$ cat src/rtl/cw_msg_packer.sv
// Packs the constant-weight decoder's serial message LSB-first into words and
// queues them in a small dual-write FIFO with a valid/ready output port.
module cw_msg_packer #(
  parameter int WORD_W = 8,
  parameter int DEPTH  = 4,
  parameter int CNT_W  = 16
) (
  input  logic                      clk,
  input  logic                      rst,
  input  logic                      bin_msg,
  input  logic                      msg_rdy,
  input  logic                      msg_done,
  output logic [WORD_W-1:0]         out_word,
  output logic [$clog2(WORD_W):0]   out_nbits,
  output logic                      out_last,
  output logic                      out_valid,
  input  logic                      out_ready,
  output logic [CNT_W-1:0]          msg_bits,
  output logic                      overflow
);

  localparam int NB_W = $clog2(WORD_W) + 1;
  localparam int IX_W = (WORD_W > 1) ? $clog2(WORD_W) : 1;
  localparam int PW   = $clog2(DEPTH);
  localparam int CW   = PW + 1;
  localparam logic [NB_W-1:0] FULL    = NB_W'(WORD_W);
  localparam logic [CW-1:0]   DEPTH_C = CW'(DEPTH);

  logic [WORD_W-1:0] acc_q, acc_d;
  logic [NB_W-1:0]   fill_q, fill_d;
  logic [CNT_W-1:0]  msgBits_q, msgBits_d;
  logic              msgEnded_q, msgEnded_d;
  logic              overflow_q;

  logic [WORD_W-1:0] memWord_q  [DEPTH];
  logic [NB_W-1:0]   memNbits_q [DEPTH];
  logic              memLast_q  [DEPTH];
  logic [PW-1:0]     wrPtr_q, rdPtr_q, wrPtr1;
  logic [CW-1:0]     count_q, occAfterPop, count_d;

  logic              fullPush, donePush, accept0, accept1, pop;
  logic [WORD_W-1:0] fullWord, doneWord;
  logic [NB_W-1:0]   doneNbits;

  // A full word waits for the next bit or msg_done so its last flag is known.
  always_comb begin
    acc_d      = acc_q;
    fill_d     = fill_q;
    msgBits_d  = msgBits_q;
    msgEnded_d = msgEnded_q;
    fullPush   = 1'b0;
    fullWord   = acc_q;
    donePush   = 1'b0;
    doneWord   = '0;
    doneNbits  = '0;
    if (msg_rdy) begin
      if (fill_q == FULL) begin
        fullPush = 1'b1;
        acc_d    = '0;
        acc_d[0] = bin_msg;
        fill_d   = NB_W'(1);
      end else begin
        acc_d[fill_q[IX_W-1:0]] = bin_msg;
        fill_d = fill_q + NB_W'(1);
      end
      if (msgEnded_q)
        msgBits_d = CNT_W'(1);
      else if (msgBits_q != '1)
        msgBits_d = msgBits_q + CNT_W'(1);
      msgEnded_d = 1'b0;
    end
    if (msg_done) begin
      donePush   = 1'b1;
      doneWord   = acc_d;
      doneNbits  = fill_d;
      acc_d      = '0;
      fill_d     = '0;
      msgEnded_d = 1'b1;
    end
  end

  // Each of the two possible writes is checked against space left after the pop.
  always_comb begin
    pop         = (count_q != '0) && out_ready;
    occAfterPop = count_q - CW'(pop);
    accept0     = fullPush && (occAfterPop < DEPTH_C);
    accept1     = donePush && ((occAfterPop + CW'(accept0)) < DEPTH_C);
    count_d     = occAfterPop + CW'(accept0) + CW'(accept1);
    wrPtr1      = wrPtr_q + PW'(accept0);
  end

  always_ff @(posedge clk) begin
    if (rst) begin
      acc_q      <= '0;
      fill_q     <= '0;
      msgBits_q  <= '0;
      msgEnded_q <= 1'b1;
      overflow_q <= 1'b0;
      wrPtr_q    <= '0;
      rdPtr_q    <= '0;
      count_q    <= '0;
      for (int i = 0; i < DEPTH; i++) begin
        memWord_q[i]  <= '0;
        memNbits_q[i] <= '0;
        memLast_q[i]  <= 1'b0;
      end
    end else begin
      acc_q      <= acc_d;
      fill_q     <= fill_d;
      msgBits_q  <= msgBits_d;
      msgEnded_q <= msgEnded_d;
      if ((fullPush && !accept0) || (donePush && !accept1))
        overflow_q <= 1'b1;
      if (accept0) begin
        memWord_q[wrPtr_q]  <= fullWord;
        memNbits_q[wrPtr_q] <= FULL;
        memLast_q[wrPtr_q]  <= 1'b0;
      end
      if (accept1) begin
        memWord_q[wrPtr1]  <= doneWord;
        memNbits_q[wrPtr1] <= doneNbits;
        memLast_q[wrPtr1]  <= 1'b1;
      end
      wrPtr_q <= wrPtr_q + PW'(accept0) + PW'(accept1);
      rdPtr_q <= rdPtr_q + PW'(pop);
      count_q <= count_d;
    end
  end

  assign out_valid = (count_q != '0);
  assign out_word  = memWord_q[rdPtr_q];
  assign out_nbits = memNbits_q[rdPtr_q];
  assign out_last  = memLast_q[rdPtr_q];
  assign msg_bits  = msgBits_q;
  assign overflow  = overflow_q;

endmodule

$ cat config.mk
export PLATFORM = sky130hd
export DESIGN_NAME = cw_msg_packer
export DESIGN_NICKNAME = d
export VERILOG_FILES = /design/src/rtl/cw_msg_packer.sv
export SDC_FILE = /design/constraint.sdc
export NUM_CORES = 1
export LEC_CHECK = 0
export BUFFER_PORTS_ARGS = -buffer_cell sky130_fd_sc_hd__buf_2
export CAP_MARGIN = 20
export CORE_ASPECT_RATIO = 1.25
export CORE_MARGIN = 4
export CORE_UTILIZATION = 55
export CTS_BUF_LIST = sky130_fd_sc_hd__clkbuf_8
export CTS_CLUSTER_DIAMETER = 150
export CTS_CLUSTER_SIZE = 8
export DETAILED_ROUTE_END_ITERATION = 7
export GPL_TIMING_DRIVEN = 0
export HOLD_SLACK_MARGIN = 0.15
export PLACE_DENSITY = 0.72
export REMOVE_ABC_BUFFERS = 1
export SKIP_LAST_GASP = 1
export SLEW_MARGIN = 20
export SYNTH_ARGS = -nofsm -noshare
export SYNTH_HDL_FRONTEND = slang
export SYNTH_SLANG_ARGS = --single-unit
$ cat constraint.sdc
create_clock -name clk -period 6 [get_ports clk]
set_input_delay 1.2 -clock clk [delete_from_list [all_inputs] [get_ports clk]]
set_output_delay 1.2 -clock clk [all_outputs]
set_load 0.05 [all_outputs]
; Word level (Yosys, flattened, before mapping)
; Memories as Yosys holds them, arrays and structs flattened. A register that Yosys moved wholly into a read port is not among the register bits.
; Index checks and enable logic that the tools add are counted.
[totals]
ram_bits = 52
ff_bits = 37
mem_count = 3
[mem_list]
columns = memory, depth, word_bits, rd, rd_clocked_by_memory_dff, wr, line_no
row1 = memWord_q, 4, 8, 1, 1, 4, 35  ; logic [WORD_W-1:0] memWord_q [DEPTH];
row2 = memNbits_q, 4, 4, 1, 1, 4, 36  ; logic [NB_W-1:0] memNbits_q [DEPTH];
row3 = memLast_q, 4, 1, 1, 1, 4, 37  ; logic memLast_q [DEPTH];
[op_classes]
n_reduce_logical = 19
eq_ne = 2
order_cmp = 4
mux = 43
addsub = 8
[ops]
columns = cell, count
row1 = 8-bit two-way mux, 5
row2 = 16-bit two-way mux, 2
row3 = 1-bit two-way mux, 20
row4 = 4-bit two-way mux, 5
row5 = 2-bit two-way mux, 9
row6 = 16-bit by 1-bit adder with 16-bit output (second input constant), 1
row7 = 16-bit != test (second input constant), 1
row8 = 8-bit OR reduction, 2
row9 = 8-bit bitwise mux, 1
row10 = 4-bit OR reduction, 2
row11 = 2-bit by 1-bit adder with 2-bit output, 3
row12 = 3-bit by 1-bit adder with 3-bit output, 2
row13 = 1-bit logical AND, 6
row14 = 3-bit less-than comparator (second input constant), 2
row15 = 4-bit by 1-bit adder with 4-bit output (second input constant), 1
row16 = 4-bit equality test (second input constant), 1
row17 = 3-bit by 4-bit less-than comparator with 1-bit output (second input constant), 1
row18 = 1-bit demux with 3-bit select, 1
row19 = 3-bit by 1-bit greater-or-equal comparator with 1-bit output (second input constant), 1
row20 = 3-bit nonzero test, 1
row21 = 3-bit by 1-bit subtractor with 3-bit output, 1
row22 = 1-bit logical NOT, 2
row23 = 2-bit AND reduction, 1
row24 = 2-bit nonzero test, 1
row25 = other kinds (3), 4

; Logic depth before layout (Yosys ltp)
[depth]
word_depth = 13
depth_mapped = 15

; Worst setup path before layout
; Ideal clock, no wire load.
[synth_path]
path_type = input -> register
start = input out_ready
end = memory memNbits_q[3][0] (netlist bit), enable pin
path_stages = 13
setup_time_ns = 0.350
arrival_time_ns = 3.919
slack_ns = 1.731
cell_sequence = and2_1 ha_1 ha_1 xor2_1 nor3_1 ha_1 ha_1 xnor3_2 nand3_4 or3_1 buf_6 buf_6 nand2_1
[synth_rtl]
columns = item, line_no
row1 = start: declaration, 17  ; input logic out_ready,
row2 = end: declaration, 36

==> results.yml <==
timing:
  grt_setup_unrepaired: "false"
  relSlewSlack_pct: 37.7
  final_hold_viol_count: 0
  maxSlewViolCount: 0
  setup_viol: 0
  finalCritPeriodShare_pct: 80.8
  tightest_slew_ps: 934
  fin_ws_ps: 1150
  finalCriticalPeriod_ps: 4850
  fin_tns_setup_ps: 0
  clock_skew_ps: 6.00
  fmax_ghz: 0.206
worst_setup_path:
  start_kind: "primary input"
  worst_path_largest_cell_delay_ps: 760
  crit_slowest_cell: "or3_2"
  r2r_start: "count_q[1]$_SDFF_PP0_"
  worstSetupPathType: "primary input to flip-flop"
  rrSetupSlack_ps: 1350
  critPathMaxFanout: 23
  r2r_end: "memWord_q[3][7]$_DFFE_PP_"
  ff2ff_path_depth: 12
  critPathCaptureType: "flip-flop"
  worstPathArrival_ps: 4850
  required_ps: 6000
  path_cells: "buf_2, and2_1, ha_1, ha_1, xor2_1, nor3_1, ha_1, ha_1, xnor3_2, nand3_4, or3_2, nand2_1"
  cpMostUsedCell: "ha_1"
yosys:
  syn_area_um2: 4740
  synth.distinct_cells: 64
  synthArstFlopShare_pct: 0
  syn-instance-count: 454
  syn_area_per_cell_um2: 10.4
  synth-edff-count: 48
  ys_seq_area_share_pct: 47.7
  synthFlopType: "edfxtp_1"
  ys_warn_count: 0
  ys_ff_latch: 89
clocking:
  clk_latency_ps: 370
  cts_tree: "built"
  cts.repair.resized: 0
  cts_made_buffers: 9
  cts_max_level: 3
  cts_hold_buf: 0
  cts.reportedPaths.clkPinSlew_ps: 90
  clk_root_buffer_cell: "clkbuf_8"
  cts.sinks: 89
  ctsLongestPathBuffers: 2
  post_cts_buffers: 0
finish:
  most-common-layout-cells: "edfxtp_1 (48), nand2_1 (41), dfxtp_1 (41)"
  final_common_cell: "edfxtp_1"
  instances_no_fill: 573
  multiInputGateArea_um2: 2240
  antennaDiodeCount: 0
  drive_gt1_share_pct: 20.8
  nNetsFinal: 487
  area_growth_pct: 7.15
  seq_area_um2: 2260
  nFillCells: 699
power:
  powerDensity_nw_per_um2: 330
  power_frac_seq_pct: 45.4
  p_leak_nw: 1.88
  switching_share_pct: 34.2
  ir_drop_mv: 0.146
  internal_power_mw: 1.10
  p_clk_share_pct: 27.3
  p_sw_uw: 572
  pwr-share-comb_pct: 27.3
global_routing:
  grt_use_total_pct: 20.7
  grt_pass1_vias: 3439
  antenna_found_initial: 0
  grt_max_degree: 41
  grt.overflow.total: 0
  grt_pass1_wl_um: 16900
placement:
  port_buffers: 36
  hpwl_um: 6650
  gp_congestion: 0.803
  place_ws_ps: 256
  dp.cells: 557
floorplanning:
  num_io_pins: 37
  core_area_um2: 8330
  die_height_um: 112
  die-area_um2: 10200
  start_util_pct: 56.9
  std_cell_rows: 37
  die_w_um: 91.1
drt:
  routed_wl_um: 10000
  drt-initial-drc-count: 303
  ant_nets: 0
  vias: 3540
  firstDrtPassIters: 5
  wl_per_cell_um: 17.5
  viasPerCell: 6.18
  drc_errors: 0
status:
  outcome: "finished clean"
min_path:
  min_path_cells: 2
  hold_path_class: "flip-flop to flip-flop"
  hold-path-endpoint: "memLast_q[2]$_DFF_P_"
  hold_start: "memLast_q[2]$_DFF_P_"
flow_run:
  drv_cap: 0
## state kept, by name, indices dropped and copies added, names as in the netlist
name	flops
memLast_q	4
rdPtr_q	2
msg_bits	16
wrPtr_q	2
memWord_q	32
fill_q	4
msgEnded_q	1
memNbits_q	16
count_q	3
overflow	1
acc_q	8
## cell usage after synthesis (all sizes together) (2+ instances only)
master / count / area [um^2]
nand2b: 8 / 50.1
nor3: 3 / 20.0
or2: 3 / 18.8
mux4: 13 / 293
a211oi: 2 / 15.0
o211ai: 4 / 30.0
edfxtp: 48 / 1440
and4: 2 / 18.8
nand3: 35 / 235
o21ai: 56 / 318
nand3b: 3 / 22.5
a22oi: 4 / 30.0
or3: 4 / 25.0
clkbuf: 12 / 45.0
and3: 6 / 37.5
ha: 10 / 125
nor4b: 2 / 17.5
nor2b: 12 / 75.1
nand4: 3 / 40.0
mux2i: 4 / 40.0
xor2: 3 / 26.3
dfxtp: 41 / 821
and2: 12 / 75.1
or4: 4 / 30.0
a21oi: 15 / 75.1
buf: 18 / 150
a41oi: 3 / 26.3
or4b: 2 / 20.0
nor4: 2 / 33.8
xnor2: 5 / 43.8
nor2: 42 / 168
inv: 11 / 41.3
a31oi: 6 / 37.5
nand2: 42 / 160
a21o: 2 / 15.0
## final cells by class
type                       instances  area share, %
sequential                        89           44.5
clock buffer                      10           2.71
inverter                          11          0.813
clock inverter                     6           1.65
timing repair buffer              37           3.77
multi-input combinational        323           44.2
tap                               97           2.39
## worst max-delay path, delay by kind of cell
kind                       cells  cell delay (ps)
xor gates and xnor gates       2              450
adders and majority gates      4              860
buffers and inverters          1               90
and+or+nand+nor                5             2220
## worst max path at each step
stage / end / from / cells past startpoint
final: memWord_q[3][7]$_DFFE_PP_ / out_ready / 12
after CTS: memNbits_q[3][3]$_DFFE_PP_ / out_ready / 12
after global routing: memWord_q[3][7]$_DFFE_PP_ / out_ready / 12
after detailed placement: memNbits_q[3][2]$_SDFFCE_PP0P_ / out_ready / 12
after floorplan: memNbits_q[3][0]$_SDFFCE_PP0P_ / out_ready / 11
after global placement: memWord_q[3][7]$_DFFE_PP_ / out_ready / 12
## metrics by stage
step / hold WS, ps / power, mW / utilization (%) / cell area, um^2
final: 453 / 1.67 / 61.0 / 5080
after global routing: 460 / 1.75 / 61.0 / 5080
after CTS: 448 / 1.69 / 61.0 / 5080
after detailed placement: 436 / 1.24 / 58.3 / 4860
after global placement: 433 / 1.23 / 58.1 / 4840
after floorplan: 418 / 1.13 / - / 4540
## cell families (layout without fill, tap and decap cells)
group | count (synthesis) | count (layout) | synth area share, %
buf+inv | 42 | 64 | 5.20
simple gates | 186 | 186 | 22.3
flops | 89 | 89 | 47.7
mux | 17 | 17 | 7.02
xor+xnor | 9 | 9 | 1.98
fa+ha+maj | 10 | 10 | 2.64
compound gates | 101 | 101 | 13.2
## power groups by stage
stage               clock (mW)  combinational (mW)  sequential, mW
global route             0.483               0.492           0.772
floorplan                    0               0.359           0.768
detailed placement           0               0.461           0.778
CTS                      0.464               0.462           0.764
finish                   0.457               0.457           0.760
global placement             0               0.453           0.774
## layer usage
metal	wire length (um)	up-vias	global-route usage (%)
met5	0	-	0
met4	239	0	9.26
met3	614	22	3.92
met2	5040	126	35.3
met1	4150	1699	25.3
li1	-	1693	-
(Power assumes the default switching activity.)
